**config.mk**
```make
export PLATFORM = sky130hd
export DESIGN_NAME = spi_cmd_sched
export DESIGN_NICKNAME = d
export VERILOG_FILES = /design/src/rtl/spi_cmd_sched.sv
export SDC_FILE = /design/constraint.sdc
export NUM_CORES = 1
export LEC_CHECK = 0
export ABC_AREA = 1
export CELL_PAD_IN_SITES_DETAIL_PLACEMENT = 1
export CELL_PAD_IN_SITES_GLOBAL_PLACEMENT = 1
export CORE_UTILIZATION = 40
export DETAILED_ROUTE_END_ITERATION = 10
export PLACE_DENSITY_LB_ADDON = 0.08
export SYNTH_ARGS = -nofsm -noshare
export SYNTH_HDL_FRONTEND = slang
export SYNTH_SLANG_ARGS = --single-unit
export TNS_END_PERCENT = 30
```
**constraint.sdc**
```tcl
create_clock -name clk_sys -period 7.2 [get_ports clk_sys]
set_input_delay 0.72 -clock clk_sys [delete_from_list [all_inputs] [get_ports clk_sys]]
set_output_delay 0.72 -clock clk_sys [all_outputs]
set_load 0.01 [all_outputs]
```
**src/rtl/spi_cmd_sched.sv**
```systemverilog
// SPI frame command scheduler: queues frames, decodes them and drives cfg writes or engine runs.
// Latency: a queued frame is popped 1 cycle after it is pushed; non-RUN commands retire 3 cycles after the pop.
// Backpressure: none upstream; a frame arriving with the queue full is dropped and flagged on o_ovf.
module spi_cmd_sched #(
    parameter int QDEPTH  = 4,
    parameter int TIMEOUT = 1024
) (
    input  logic             clk_sys,
    input  logic             rstb,
    input  logic             i_in_valid,
    input  logic [7:0]       i_in_opcode,
    input  logic [4:0][15:0] i_in_data,
    output logic             o_eng_start,
    output logic [3:0]       o_eng_op,
    output logic [63:0]      o_eng_operand,
    input  logic             i_eng_done,
    output logic             o_eng_abort,
    output logic [3:0][15:0] o_cfg_reg,
    output logic             o_busy,
    output logic             o_ovf,
    output logic             o_tmo,
    output logic [7:0]       o_err_count,
    output logic [15:0]      o_run_count
);

    localparam int PW = $clog2(QDEPTH);
    localparam int CW = PW + 1;
    localparam logic [CW-1:0] QFULL   = CW'(QDEPTH);
    localparam logic [15:0]   TM_LAST = 16'(TIMEOUT - 1);

    typedef enum logic [1:0] {S_IDLE, S_DECODE, S_EXEC, S_WAIT_DONE} state_t;
    typedef enum logic [2:0] {C_NOP, C_WRITE, C_RUN, C_CLEAR, C_ILL} cmd_t;

    logic             r_rst_n;
    logic [87:0]      r_mem [QDEPTH];
    logic [PW-1:0]    r_wptr;
    logic [PW-1:0]    r_rptr;
    logic [CW-1:0]    r_count;
    state_t           r_state;
    cmd_t             r_cmd;
    logic [7:0]       r_hold_op;
    logic [4:0][15:0] r_hold_dat;
    logic [15:0]      r_timer;

    logic [87:0]      w_head;
    logic             w_push;
    logic             w_pop;
    logic             w_drop;
    logic             w_unused_word0;

    assign w_head = r_mem[r_rptr];
    assign w_push = i_in_valid && (r_count != QFULL);
    assign w_drop = i_in_valid && (r_count == QFULL);
    assign w_pop  = (r_state == S_IDLE) && (r_count != '0);
    assign o_busy = (r_state != S_IDLE) || (r_count != '0);
    // Upper word0 bits carry no meaning for any opcode.
    assign w_unused_word0 = ^r_hold_dat[0][15:4];

    // Reset assertion is immediate; release is retimed by one flop so the first push lands on the second edge.
    always_ff @(posedge clk_sys or negedge rstb) begin
        if (!rstb) r_rst_n <= 1'b0;
        else       r_rst_n <= 1'b1;
    end

    // Frame storage; contents are only meaningful below r_count, so no reset is needed.
    always_ff @(posedge clk_sys) begin
        if (w_push) r_mem[r_wptr] <= {i_in_opcode, i_in_data};
    end

    // Queue pointers and occupancy; pointers wrap naturally at the power-of-two depth.
    always_ff @(posedge clk_sys or negedge r_rst_n) begin
        if (!r_rst_n) begin
            r_wptr  <= '0;
            r_rptr  <= '0;
            r_count <= '0;
        end else begin
            if (w_push) r_wptr <= r_wptr + 1'b1;
            if (w_pop)  r_rptr <= r_rptr + 1'b1;
            case ({w_push, w_pop})
                2'b10:   r_count <= r_count + 1'b1;
                2'b01:   r_count <= r_count - 1'b1;
                default: r_count <= r_count;
            endcase
        end
    end

    // Command FSM with all registered outputs, counters and sticky flags.
    always_ff @(posedge clk_sys or negedge r_rst_n) begin
        if (!r_rst_n) begin
            r_state       <= S_IDLE;
            r_cmd         <= C_NOP;
            r_hold_op     <= '0;
            r_hold_dat    <= '0;
            r_timer       <= '0;
            o_eng_start   <= 1'b0;
            o_eng_abort   <= 1'b0;
            o_eng_op      <= '0;
            o_eng_operand <= '0;
            o_cfg_reg     <= '0;
            o_ovf         <= 1'b0;
            o_tmo         <= 1'b0;
            o_err_count   <= '0;
            o_run_count   <= '0;
        end else begin
            o_eng_start <= 1'b0;
            o_eng_abort <= 1'b0;
            case (r_state)
                S_IDLE: begin
                    if (w_pop) begin
                        r_hold_op  <= w_head[87:80];
                        r_hold_dat <= w_head[79:0];
                        r_state    <= S_DECODE;
                    end
                end
                S_DECODE: begin
                    case (r_hold_op)
                        8'h00:   r_cmd <= C_NOP;
                        8'h01:   r_cmd <= C_WRITE;
                        8'h02:   r_cmd <= C_RUN;
                        8'h03:   r_cmd <= C_CLEAR;
                        default: r_cmd <= C_ILL;
                    endcase
                    r_state <= S_EXEC;
                end
                S_EXEC: begin
                    r_state <= S_IDLE;
                    case (r_cmd)
                        C_WRITE: o_cfg_reg[r_hold_dat[0][1:0]] <= r_hold_dat[1];
                        C_RUN: begin
                            o_eng_op      <= r_hold_dat[0][3:0];
                            o_eng_operand <= r_hold_dat[4:1];
                            o_eng_start   <= 1'b1;
                            r_timer       <= '0;
                            r_state       <= S_WAIT_DONE;
                        end
                        C_CLEAR: begin
                            o_ovf       <= 1'b0;
                            o_tmo       <= 1'b0;
                            o_err_count <= '0;
                        end
                        C_ILL: begin
                            if (o_err_count != 8'hFF) o_err_count <= o_err_count + 1'b1;
                        end
                        default: ;
                    endcase
                end
                S_WAIT_DONE: begin
                    // A completion on the final timer cycle wins over the timeout.
                    if (i_eng_done) begin
                        o_run_count <= o_run_count + 1'b1;
                        r_state     <= S_IDLE;
                    end else if (r_timer == TM_LAST) begin
                        o_tmo       <= 1'b1;
                        o_eng_abort <= 1'b1;
                        r_state     <= S_IDLE;
                    end else begin
                        r_timer <= r_timer + 1'b1;
                    end
                end
                default: r_state <= S_IDLE;
            endcase
            // Placed last so a drop beats a same-cycle CLEAR.
            if (w_drop) o_ovf <= 1'b1;
        end
    end

endmodule

```
==> flow_summary.toml <==
[power_and_ir_drop]
p_leak_nw = 10.5
p_per_area_nw_per_um2 = 367
vdd_drop_max_v = 0.000291

[sta]
finalSetupViolCount = 0
tightest_slew_ps = 1150
min_period_ps = 3110
slew_headroom_pct = 23.5
finalHoldViolations = 0
grt_setup_unrepaired = "no"
fmax_ghz = 0.322
maxSlewViolCount = 0
layout_worst_path_cycle_share_pct = 43.2
clock_skew_ps = 15.4
fin_setup_tns_ps = 0

[setup_path]
path_class = "register to register"
reg2reg_slack_ps = 4090
critPathCapture = "r_hold_dat[59]$_DFFE_PN0P_"
reg2reg_depth = 6
arrival_ps = 3640
crit_fanout = 105
end_kind = "register"
worstSetupStartpointType = "register"
cp_data_required_time_ps = 7730
startpoint = "r_rptr[0]$_DFFE_PN0P_"
timing.rr.start = "r_rptr[0]$_DFFE_PN0P_"
reg2reg_to = "r_hold_dat[59]$_DFFE_PN0P_"

[job]
maxCapViolations = 0

[clock_network]
worstSkewPairLatency_ps = 620
clk_pin_slew_ps = 60
root_buffer = "clkbuf_16"
htree_levels = 2
post_cts.repair.setup_buffers = 0
post_cts_resized = 0
hold_buffers = 0
clockBufferDepth = 3
clock_sinks = 569
tritoncts = "done"
cts_buffers = 60

[die]
initial_core_util_pct = 40.7
dieArea_um2 = 56100
dieHeight_um = 237
core_region_area_um2 = 54100
die_w_um = 237
ios = 253
num_rows = 85

[global_routing]
grt_pass1_wl_um = 87800
grt_remaining_overflow = 0
grt_max_degree = 106
grt_pass1_vias = 15447
grt_antenna_before_repair = 7
track_usage_pct = 20.1

[worst_hold_path]
hp-class = "primary input to async pin"

[final_layout]
drive_above_1_share_pct = 6.24
nets = 2245
syn_to_final_growth_pct = 22.5
largest-register = "r_mem"
top_regs = "r_mem x304, r_hold_dat x68"
final_util_pct = 49.9
largest_register_ffs = 304
fillers = 5684

[drt]
viasPerCell = 5.11
route.detailed.drc = 0
wl_per_cell_um = 19.2
wl_um = 55500
detail-route-antenna-nets = 0
first_iter_violations = 720
vias = 14769
firstDrtPassIters = 4

[synthesis]
syn_area_per_cell_um2 = 11.5
ys_top_cells_by_area = "edfxtp_1 41%, dfrtp_1 30%, o21ai_0 6.5%, nand2_1 6.1%, nor2_1 3.7%"
ys_seq_area_share_pct = 71.5
synth_edf_count = 304
yosysMostFrequentCell = "nand2_1"
async_reset_ff_share_pct = 46.6
syn-num-nets = 2025
synth.top_cells.by_count = "357 x nand2_1, 304 x edfxtp_1, 285 x o21ai_0"
ys_warn_count = 0
synth-seq-cells = 569
syn_inst = 1924
yosysTopAreaCell = "edfxtp_1"
synth_ff_type = "edfxtp_1"
synth_area_um2 = 22000
synth_top_area_share_pct = 41.4
synth_cell_types = 38

[placed_design]
hpwl_um = 33600
routabilityCongestion = 0.788
io_buffers = 240

[status]
status = "finished clean"
-- critical path: stages (launching register included) --
cell and delay (ps):
dfrtp_4 810, inv_4 530, buf_4 900, o21ai_0 200, o22ai_1 200, nand2_1 90
o21ai_1 120
-- cells by family (layout without fill, tap and decap cells) --
group	count (synthesis)	count (layout)	synth area share, %
xor gates and xnor gates	18	18	0.715
adders and majority gates	9	9	0.545
buffers and inverters	225	496	4.38
and+or+nand+nor	649	649	12.1
DFF	569	569	71.5
other	1	3	0.0170
AOI/OAI and AO/OA	453	453	10.8
-- where the power goes --
part | switching [mW] | internal (mW) | total [mW]
Sequential | 0.301 | 4.12 | 4.42
Clock | 1.26 | 1.83 | 3.10
Combinational | 1.68 | 0.703 | 2.38
-- worst min path at each step --
stage                                            to  slack, ps         startpoint
after CTS                         r_rst_n$_DFF_PN0_        210               rstb
after global placement    o_cfg_reg[59]$_DFFE_PN0P_        270  r_rst_n$_DFF_PN0_
after global routing              r_rst_n$_DFF_PN0_        210               rstb
final                             r_rst_n$_DFF_PN0_        250               rstb
after detailed placement  o_cfg_reg[60]$_DFFE_PN0P_        270  r_rst_n$_DFF_PN0_
after floorplan                   r_rst_n$_DFF_PN0_        420               rstb
-- metrics by stage --
stage | instances | hold WS (ps) | total power [mW] | instance area, um^2 | setup slack (ps)
floorplan | 1924 | 424 | 6.08 | 22000 | 2660
global placement | 2778 | 270 | 6.79 | 25000 | 3690
detailed placement | 2778 | 275 | 6.92 | 25000 | 3730
CTS | 2891 | 206 | 10.1 | 27000 | 4090
global route | 2892 | 213 | 10.5 | 27000 | 3840
finish | 2893 | 247 | 9.90 | 27000 | 4090
-- layout by cell type, fill, tap and decap left out, drive strengths merged --
| cell | synthesis | final |
|---|---|---|
| nand4 | 18 | 18 |
| clkdlybuf4s50 | 0 | 240 |
| nor2 | 225 | 225 |
| diode | 0 | 2 |
| clkinv | 1 | 20 |
| xnor2 | 7 | 7 |
| inv | 128 | 129 |
| clkinvlp | 0 | 1 |
| buf | 43 | 14 |
| o21bai | 2 | 2 |
| edfxtp | 304 | 304 |
| a21boi | 2 | 2 |
| o21ai | 370 | 370 |
| fa | 1 | 1 |
| xor2 | 11 | 11 |
| nand3 | 35 | 35 |
| a31oi | 4 | 4 |
| clkbuf | 53 | 86 |
| nand3b | 5 | 5 |
| bufinv | 0 | 6 |
| conb | 1 | 1 |
| a21oi | 2 | 2 |
| dfrtp | 265 | 265 |
| o22ai | 72 | 72 |
| nand2 | 364 | 364 |
| nor3 | 2 | 2 |
| ha | 8 | 8 |
| o31ai | 1 | 1 |
-- per-layer routing --
layer	vias to the layer above	wire length (um)	GRT usage, %
met4	10	1090	4.82
met3	88	2540	4.41
met2	239	26600	33.7
li1	7009	-	-
met5	-	66	0
met1	7423	25200	26.5
-- cell type report --
cell class                 instances  area, um^2  area share [%]
inverter                         129         494            1.83
tap                              696         871            3.23
sequential                       569       15800            58.4
antenna                            2        5.00          0.0185
timing repair buffer             254        2520            9.33
clock buffer                      86        1680            6.22
clock inverter                    27         298            1.10
multi-input combinational       1130        5360            19.8
Power figures use the tool's default switching activity.
